--- src/rtl/asp_pkg.sv ---
// Shared ASP definitions: transmit FSM states and default frame geometry,
// used by the ASP top, the transmit scheduler and the receive path.
package asp_pkg;

  localparam int DEFAULT_DATA_SIZE = 32;
  localparam int DEFAULT_TAG_SIZE  = 8;
  localparam int FRAME_W           = DEFAULT_DATA_SIZE + DEFAULT_TAG_SIZE;

  typedef enum logic [1:0] {
    IDLE,
    SEND_DATA,
    WAIT_ACK,
    SEND_ACK
  } asp_tx_state_t;

endpackage

--- src/rtl/asp_ack_timer.sv ---
// ACK wait timer: cleared when a frame goes out, counts while enabled and
// holds at TIMEOUT_CYCLES-1, where expire stays asserted.
module asp_ack_timer #(
  parameter int TIMEOUT_CYCLES = 64
) (
  input  logic clk,
  input  logic reset,
  input  logic clear,
  input  logic enable,
  output logic expire
);

  localparam int CNT_W = (TIMEOUT_CYCLES > 2) ? $clog2(TIMEOUT_CYCLES) : 1;
  localparam logic [CNT_W-1:0] LAST = CNT_W'(TIMEOUT_CYCLES - 1);

  logic [CNT_W-1:0] count;

  // Saturating at the terminal value means the counter never wraps between clears.
  always_ff @(posedge clk or posedge reset) begin
    if (reset) begin
      count <= '0;
    end else if (clear) begin
      count <= '0;
    end else if (enable && !expire) begin
      count <= count + CNT_W'(1);
    end
  end

  assign expire = (count == LAST);

endmodule

--- src/rtl/asp_tx_scheduler.sv ---
// ASP transmit scheduler: arbitrates data frames and ACK responses onto the network
// output and keeps one word outstanding until acknowledged. Define ASP_TX_RETRY_EN to retransmit on timeout.
module asp_tx_scheduler
  import asp_pkg::*;
#(
  parameter int DATA_SIZE      = DEFAULT_DATA_SIZE,
  parameter int TAG_SIZE       = DEFAULT_TAG_SIZE,
  parameter int TIMEOUT_CYCLES = 64,
  parameter int MAX_RETRIES    = 3
) (
  input  logic                          clk,
  input  logic                          reset,
  input  logic                          tx_req_in,
  input  logic [DATA_SIZE-1:0]          tx_data_in,
  output logic                          tx_grant_out,
  input  logic                          ack_req_in,
  input  logic [TAG_SIZE-1:0]           ack_tag_in,
  output logic                          ack_grant_out,
  input  logic                          network_ACK_in,
  input  logic [TAG_SIZE-1:0]           network_ack_tag_in,
  output logic                          network_data_ready_out,
  output logic                          network_ACK_out,
  output logic [DATA_SIZE+TAG_SIZE-1:0] network_data_tag_out,
  output logic                          busy_out,
  output logic                          timeout_error_out
);

  if (TIMEOUT_CYCLES < 2 || MAX_RETRIES < 0) begin : g_param_check
    $error("asp_tx_scheduler: TIMEOUT_CYCLES must be >= 2 and MAX_RETRIES >= 0");
  end

  asp_tx_state_t       state;
  logic [TAG_SIZE-1:0] cur_tag;
  logic                word_pending;
  logic                expire;
  logic                ack_match;
  logic                timeout_now;
  logic                retry_now;

  asp_ack_timer #(
    .TIMEOUT_CYCLES(TIMEOUT_CYCLES)
  ) u_ack_timer (
    .clk   (clk),
    .reset (reset),
    .clear (state == SEND_DATA),
    .enable(state == WAIT_ACK),
    .expire(expire)
  );

  assign ack_match   = (state == WAIT_ACK) && network_ACK_in && (network_ack_tag_in == cur_tag);
  assign timeout_now = (state == WAIT_ACK) && expire && !ack_match;

  // Grants are combinational; gating with reset keeps every output low while reset is held.
  // A timeout takes precedence over an ACK request, which simply waits to be granted later.
  assign ack_grant_out = !reset && ack_req_in &&
                         ((state == IDLE) || ((state == WAIT_ACK) && !ack_match && !expire));
  assign tx_grant_out  = !reset && (state == IDLE) && tx_req_in && !ack_req_in;
  assign busy_out      = (state != IDLE);

`ifdef ASP_TX_RETRY_EN
  localparam int RETRY_W = (MAX_RETRIES > 0) ? $clog2(MAX_RETRIES + 1) : 1;

  logic [DATA_SIZE-1:0] word_q;
  logic [RETRY_W-1:0]   retry_cnt;

  assign retry_now = timeout_now && (retry_cnt < RETRY_W'(MAX_RETRIES));

  always_ff @(posedge clk or posedge reset) begin
    if (reset) begin
      word_q    <= '0;
      retry_cnt <= '0;
    end else if (tx_grant_out) begin
      word_q    <= tx_data_in;
      retry_cnt <= '0;
    end else if (retry_now) begin
      retry_cnt <= retry_cnt + RETRY_W'(1);
    end
  end
`else
  assign retry_now = 1'b0;
`endif

  // Main FSM; every network output is registered on the transition into its send state.
  always_ff @(posedge clk or posedge reset) begin
    if (reset) begin
      state                  <= IDLE;
      cur_tag                <= '0;
      word_pending           <= 1'b0;
      network_data_ready_out <= 1'b0;
      network_ACK_out        <= 1'b0;
      network_data_tag_out   <= '0;
      timeout_error_out      <= 1'b0;
    end else begin
      network_data_ready_out <= 1'b0;
      network_ACK_out        <= 1'b0;
      network_data_tag_out   <= '0;
      timeout_error_out      <= 1'b0;
      case (state)
        IDLE: begin
          if (ack_grant_out) begin
            network_ACK_out      <= 1'b1;
            network_data_tag_out <= {{DATA_SIZE{1'b0}}, ack_tag_in};
            state                <= SEND_ACK;
          end else if (tx_grant_out) begin
            network_data_ready_out <= 1'b1;
            network_data_tag_out   <= {tx_data_in, cur_tag};
            word_pending           <= 1'b1;
            state                  <= SEND_DATA;
          end
        end
        SEND_DATA: begin
          state <= WAIT_ACK;
        end
        WAIT_ACK: begin
          if (ack_match) begin
            cur_tag      <= cur_tag + TAG_SIZE'(1);
            word_pending <= 1'b0;
            state        <= IDLE;
          end else if (retry_now) begin
`ifdef ASP_TX_RETRY_EN
            network_data_ready_out <= 1'b1;
            network_data_tag_out   <= {word_q, cur_tag};
`endif
            state <= SEND_DATA;
          end else if (timeout_now) begin
            timeout_error_out <= 1'b1;
            cur_tag           <= cur_tag + TAG_SIZE'(1);
            word_pending      <= 1'b0;
            state             <= IDLE;
          end else if (ack_grant_out) begin
            network_ACK_out      <= 1'b1;
            network_data_tag_out <= {{DATA_SIZE{1'b0}}, ack_tag_in};
            state                <= SEND_ACK;
          end
        end
        SEND_ACK: begin
          state <= word_pending ? WAIT_ACK : IDLE;
        end
        default: state <= IDLE;
      endcase
    end
  end

endmodule

--- config.mk ---
export PLATFORM = sky130hd
export DESIGN_NAME = asp_tx_scheduler
export DESIGN_NICKNAME = d
export VERILOG_FILES = /design/src/rtl/asp_pkg.sv /design/src/rtl/asp_ack_timer.sv /design/src/rtl/asp_tx_scheduler.sv
export SDC_FILE = /design/constraint.sdc
export NUM_CORES = 1
export LEC_CHECK = 0
export BUFFER_PORTS_ARGS = -buffer_cell sky130_fd_sc_hd__buf_2
export CAP_MARGIN = 10
export CORE_UTILIZATION = 48
export DETAILED_ROUTE_END_ITERATION = 6
export PLACE_DENSITY = 0.83
export SETUP_SLACK_MARGIN = 0.2
export SLEW_MARGIN = 20
export SYNTH_ARGS = -nofsm -noshare
export SYNTH_HDL_FRONTEND = slang
export SYNTH_SLANG_ARGS = --single-unit
export TNS_END_PERCENT = 50
--- constraint.sdc ---
create_clock -name clk -period 2.6 [get_ports clk]
set_clock_uncertainty 0.1 [all_clocks]
set_input_delay 0.13 -clock clk [delete_from_list [all_inputs] [get_ports clk]]
set_output_delay 0.13 -clock clk [all_outputs]
set_load 0.02 [all_outputs]
==> impl_metrics.toml, run 1 <==
[synthesis]
yosysSeqAreaShare = 0.616
synth_fp_nets = 265
yosys-top-cells-area = "dfrtp_1 62%, and2_1 8.5%, xor2_1 4.7%, nand2_1 3.1%, a21oi_1 2.5%"
netlist.area_leader.share = 0.616
syn-cell-area_um2 = 2440
synth-seq-cells = 60
synth_common_cells = "60 x dfrtp_1, 33 x and2_1, 20 x nand2_1"
yosys_warnings = 0
synth_cell_types = 36
ys.flop_type = "dfrtp_1"
async_flop_share = 1.00
synthCells = 210
synth-edff-count = 0
synth.most_common_cell = "dfrtp_1"
synth.largest_area_cell = "dfrtp_1"
avgSynthCellArea_um2 = 11.6

[min_path]
hp-class = "input pin to asynchronous set/reset pin"

[route]
first_iter_violations = 120
wl_mm = 6.17
via_per_inst = 4.97
ant_nets = 0
vias = 2131
first_pass_iters = 4
drt_drc_violations_left = 0
wl_per_cell_um = 14.4

[sta]
relSlewSlack = 0.524
fin_crit_sh = 0.902
fin_setup_tns_ns = 0
whs_ns = -0.0110
tightest_slew_ns = 0.715
period_minus_slack_ns = 2.35
finalHoldViolCount = 27
rsz0062_at_grt = "no"
drv_slew = 0
setup_violations = 0
clock.fmax_mhz = 426

[floorplanning]
top_level_ports = 99
dieHeight_um = 73.3
core_um2 = 4820
die-area_um2 = 5370
initial_utilization = 0.506
fp-row-count = 25
die_w_um = 73.3

[power]
power_w = 0.00265
cellLeakagePower_nw = 1.89
switchingPower_w = 0.000813
power.density_nw_per_um2 = 723
ir_drop_mv = 0.469
combPwrFrac = 0.219
p_int_w = 0.00184
switching_share = 0.307
pwr-share-seq = 0.426
clock_power_share = 0.355

[setup_path]
critical_path_class = "flip-flop to output pin"
slowest_stage = "dfrtp_1"
end_kind = "output pin"
max_stage_delay_ns = 0.43
cp.arrival_ns = 2.12
cp_max_fo = 5
crit_path_start_kind = "flip-flop"
critical_path_required_ns = 2.37
crit_chain = "ha_1 > and2_1 > and4_4 > nor3_2 > nand2_1 > a21oi_2 > buf_4"

[grt]
grt_max_degree = 61
grt_pass1_wl_mm = 9.61
grt_remaining_overflow = 0
grt_pass1_vias = 2139
antenna_found_initial = 0
grt_use_total = 0.242

[placement]
hpwl_mm = 3.70
portBuffers = 98
gp_congestion = 0.837
placedCellCount = 371
place_area_um2 = 3010

[cells_and_area]
drive_above_1_share = 0.356
antenna_cells = 0
area_growth_pct = 50.5
nets = 412
final_area_um2 = 3670
layout.cells.non_filler = 429
fillCellCount = 354
fin_util = 0.762

[cts]
cts_made_buffers = 9
cts.clk_slew.worst_paths_ns = 0.07
post-cts-setup-buffers = 0
cts_buffer_depth = 2
cts.sinks = 60
cts_root_buffer = "clkbuf_8"
cts_tree = "done"
clk_latency_ns = 0.33
h-tree-depth = 3

[run_status]
status = "finished, violations left"
violations = "hold timing"

[run]
cap_violations = 0
-- kinds of logic (layout without fill, tap and decap cells) --
family | Yosys count | count (layout) | synth area share
AOI/OAI and AO/OA | 39 | 39 | 0.101
xor gates and xnor gates | 15 | 15 | 0.0539
adders and majority gates | 2 | 2 | 0.0103
buffers and inverters | 12 | 164 | 0.0210
DFF | 60 | 60 | 0.616
muxes | 1 | 1 | 0.00462
and+or+nand+nor | 81 | 81 | 0.194
-- through the flow --
step	hold WS, ns	setup WS, ns
floorplan	0.0996	0.509
global placement	0.236	0.607
detailed placement	0.240	0.554
CTS	0.0168	0.211
global route	0.0586	0.166
finish	-0.0110	0.254
-- final cells by class --
| class | instances | area, µm² | share of cell area |
|---|---|---|---|
| Clock buffer | 10 | 138 | 0.0375 |
| Clock inverter | 6 | 86.3 | 0.0235 |
| Inverter | 4 | 18.8 | 0.00512 |
| Multi-Input combinational cell | 138 | 896 | 0.244 |
| Sequential cell | 60 | 1500 | 0.410 |
| Tap cell | 67 | 83.8 | 0.0229 |
| Timing Repair Buffer | 144 | 943 | 0.257 |
-- worst max-delay path: cells and delay by family (launching register included) --
kind / cells / cell delay (ns)
compound gates: 1 / 0.16
fa+ha+maj: 1 / 0.23
buf+inv: 1 / 0.15
flops: 1 / 0.43
simple gates: 4 / 0.84
-- metal layers --
layer  global-route usage  routed length [µm]  share of wire  up-vias
li1                     -                   -              -     1009
met2                0.416                3170           0.51       94
met5                    0                   0              0        -
met3               0.0535                 353          0.057       15
met4                0.111                 151          0.024        0
met1                0.290                2500           0.40     1013
-- flip-flops by register name (all words and copies together) (netlist names) --
signal and cells:
state 2, u_ack_timer.count 6, network_data_ready_out 1, cur_tag 8, network_ACK_out 1, network_data_tag_out 40
word_pending 1, timeout_error_out 1
-- what timing repair did --
| action | 4_1_cts | 5_1_grt |
|---|---|---|
| endpoints found under the hold margin | 41 | 0 |
| resized for setup | 0 | 5 |
| hold buffers | 42 | 0 |
| setup endpoints to repair | 0 | 1 |
-- final timing paths --
check | from | to | slack (ns) | cells past startpoint
max in group asynchronous | reset | state[0]$_DFFE_PP0P_ | 1.92 | 3
setup / recovery | u_ack_timer.count[0]$_DFFE_PP0P_ | ack_grant_out | 0.25 | 7
min in group clk | reset | network_ACK_out$_DFF_PP0_ | 0.20 | 4
hold reg to reg | word_pending$_DFFE_PP0P_ | word_pending$_DFFE_PP0P_ | 0.42 | 2
setup reg to reg | u_ack_timer.count[0]$_DFFE_PP0P_ | cur_tag[1]$_DFFE_PP0P_ | 0.49 | 6
hold / removal | reset | cur_tag[0]$_DFFE_PP0P_ | -0.01 | 3
-- cell usage in the layout (no fill, tap or decap), drive strengths merged --
cell / instances
mux2: 1
and3: 2
a311oi: 1
nor2: 5
o21ai: 11
o22ai: 1
and2: 33
nand4: 2
clkinvlp: 2
a211oi: 1
a22oi: 8
a22o: 1
dfrtp: 60
nor4b: 2
nand3b: 1
nand3: 6
xnor2: 2
nand2: 21
nor3: 3
bufinv: 2
nor4: 2
a41oi: 1
inv: 4
a21boi: 1
ha: 2
and4: 2
buf: 102
dlygate4sd3: 42
clkbuf: 10
a21oi: 12
nor2b: 2
xor2: 13
a221oi: 2
clkinv: 2
-- power groups by stage --
stage                     clock network, W  registers, W  logic [W]
after floorplan                          0       0.00117   0.000297
after global placement                   0       0.00113   0.000501
after detailed placement                 0       0.00114   0.000514
after CTS                         0.000953       0.00112   0.000568
after global routing              0.000997       0.00114   0.000630
final                             0.000940       0.00113   0.000581
Note: power is estimated with default switching activity, not from simulation.
==> inputs of run 2 (changes only) <==
REMOVE_ABC_BUFFERS = 1   (was default)
==> impl_metrics.toml, run 2 (same netlist as run 1, synthesis figures left out) <==
[run_status]
status = "completed"

[cts]
cts_buffer_depth = 2
clk_latency_ns = 0.34
h-tree-depth = 3
cts.clk_slew.worst_paths_ns = 0.08
cts.sinks = 60
cts_tree = "done"
cts_root_buffer = "clkbuf_8"
cts_made_buffers = 9

[sta]
fin_setup_tns_ns = 0
period_minus_slack_ns = 2.33
clock.fmax_mhz = 429
finalHoldViolCount = 0
setup_violations = 0
whs_ns = 0.311
tightest_slew_ns = 0.789
setup_ws_ns = 0.269
relSlewSlack = 0.473
rsz0062_at_grt = "no"
drv_slew = 0
fin_crit_sh = 0.897

[setup_path]
end_kind = "output pin"
slowest_stage = "dfrtp_1"
r2r_setup_slack_ns = 0.36
cp_max_fo = 14
cp-endpoint = "ack_grant_out"
max_stage_delay_ns = 0.58
reg2reg_to = "cur_tag[1]$_DFFE_PP0P_"
crit_chain = "nand3b_1 > nor4_2 > nand4_2 > nand2_1 > a21oi_1 > buf_2"
critical_path_class = "flip-flop to output pin"
cp.arrival_ns = 2.10
rr_worst_depth = 6
critical_path_required_ns = 2.37
r2r-start = "state[1]$_DFFE_PP0P_"
setup.worst_path.start = "state[1]$_DFFE_PP0P_"
crit_path_start_kind = "flip-flop"

[grt]
grt_max_degree = 61
grt_use_total = 0.324
antenna_found_initial = 0
grt_pass1_vias = 2358
grt_pass1_wl_mm = 12.4
grt_remaining_overflow = 0

[route]
vias = 2417
first_iter_violations = 228
ant_nets = 0
via_per_inst = 5.58
wl_per_cell_um = 19.4
wl_mm = 8.40
drt_drc_violations_left = 0
first_pass_iters = 5

[cells_and_area]
reg_top3 = "network_data_tag_out: 40 flops, cur_tag: 8 flops, u_ack_timer.count: 6 flops"
antenna_cells = 0
area_growth_pct = 51.6
fin_util = 0.767
drive_above_1_share = 0.355
largest_reg_flops = 40
final_cell_mix = "98 x buf_2, 59 x dfrtp_1, 43 x dlygate4sd3_1"
fillCellCount = 256
top_register = "network_data_tag_out"
nets = 416
final_common_cell = "buf_2"

[floorplanning]
fp-row-count = 25
die-area_um2 = 5370
dieHeight_um = 73.3
core_um2 = 4820
initial_utilization = 0.506
die_w_um = 73.3
top_level_ports = 99

[run]
cap_violations = 0

[placement]
gp_congestion = 0.873
place_ws_ns = 0.512
portBuffers = 98
hpwl_mm = 3.93

[power]
power.density_nw_per_um2 = 734
ir_drop_mv = 0.463
cellLeakagePower_nw = 1.89

[min_path]
hp-class = "input pin to flip-flop"
run 2: critical path, delay by kind of cell (launching register included):
kind,cells,cell delay (ns)
AO/OA/AOI/OAI,1,0.08
buffers and inverters,1,0.17
flip-flops,1,0.58
AND/OR/NAND/NOR,4,0.93
run 2: worst min-delay path by stage:
stage	startpoint	to	slack, ns	cells after the start
finish	tx_req_in	state[0]$_DFFE_PP0P_	0.31	5
global route	tx_req_in	network_data_tag_out[39]$_DFF_PP0_	0.32	4
CTS	network_ack_tag_in[5]	timeout_error_out$_DFF_PP0_	0.28	4
detailed placement	tx_data_in[27]	network_data_tag_out[35]$_DFF_PP0_	0.24	2
global placement	tx_data_in[5]	network_data_tag_out[13]$_DFF_PP0_	0.24	2
floorplan	reset	network_data_ready_out$_DFF_PP0_	0.1	1
run 2: area by class of cell:
type / instances / area, µm² / area share
sequential: 60 / 1500 / 0.407
clock buffer: 10 / 138 / 0.0372
timing repair buffer: 148 / 973 / 0.263
inverter: 4 / 15.0 / 0.00406
tap: 67 / 83.8 / 0.0227
clock inverter: 6 / 87.6 / 0.0237
multi-input combinational: 138 / 896 / 0.242
run 2: timing repair:
| item | 4_1_cts | 5_1_grt |
|---|---|---|
| setup buffers | 0 | 3 |
| gates resized for setup | 1 | 2 |
| pin swaps | 0 | 1 |
| hold buffers | 43 | 0 |
| hold endpoints to repair | 101 | 0 |
| setup endpoints to repair | 1 | 1 |
run 2: metrics by stage:
stage | cells | instance area, µm² | power (W)
2_1_floorplan | 202 | 2400 | 0.00144
3_3_place_gp | 371 | 3010 | 0.00164
3_5_place_dp | 371 | 3010 | 0.00165
4_1_cts | 430 | 3670 | 0.00264
5_1_grt | 433 | 3700 | 0.00282
6_report | 433 | 3700 | 0.00271
run 2: metal layers:
layer	part of all wire	vias to the layer above	global-route usage
li1	-	1015	-
met5	0	-	0
met3	0.097	55	0.0960
met4	0.051	0	0.181
met2	0.49	184	0.540
met1	0.36	1163	0.374
run 2: where the power goes:
| part | switching (W) | leakage (nW) | total (W) | internal [W] |
|---|---|---|---|---|
| clock network | 0.000398 | 0.105 | 0.000962 | 0.000564 |
| registers | 0.000103 | 0.785 | 0.00114 | 0.00103 |
| logic | 0.000367 | 0.997 | 0.000613 | 0.000246 |
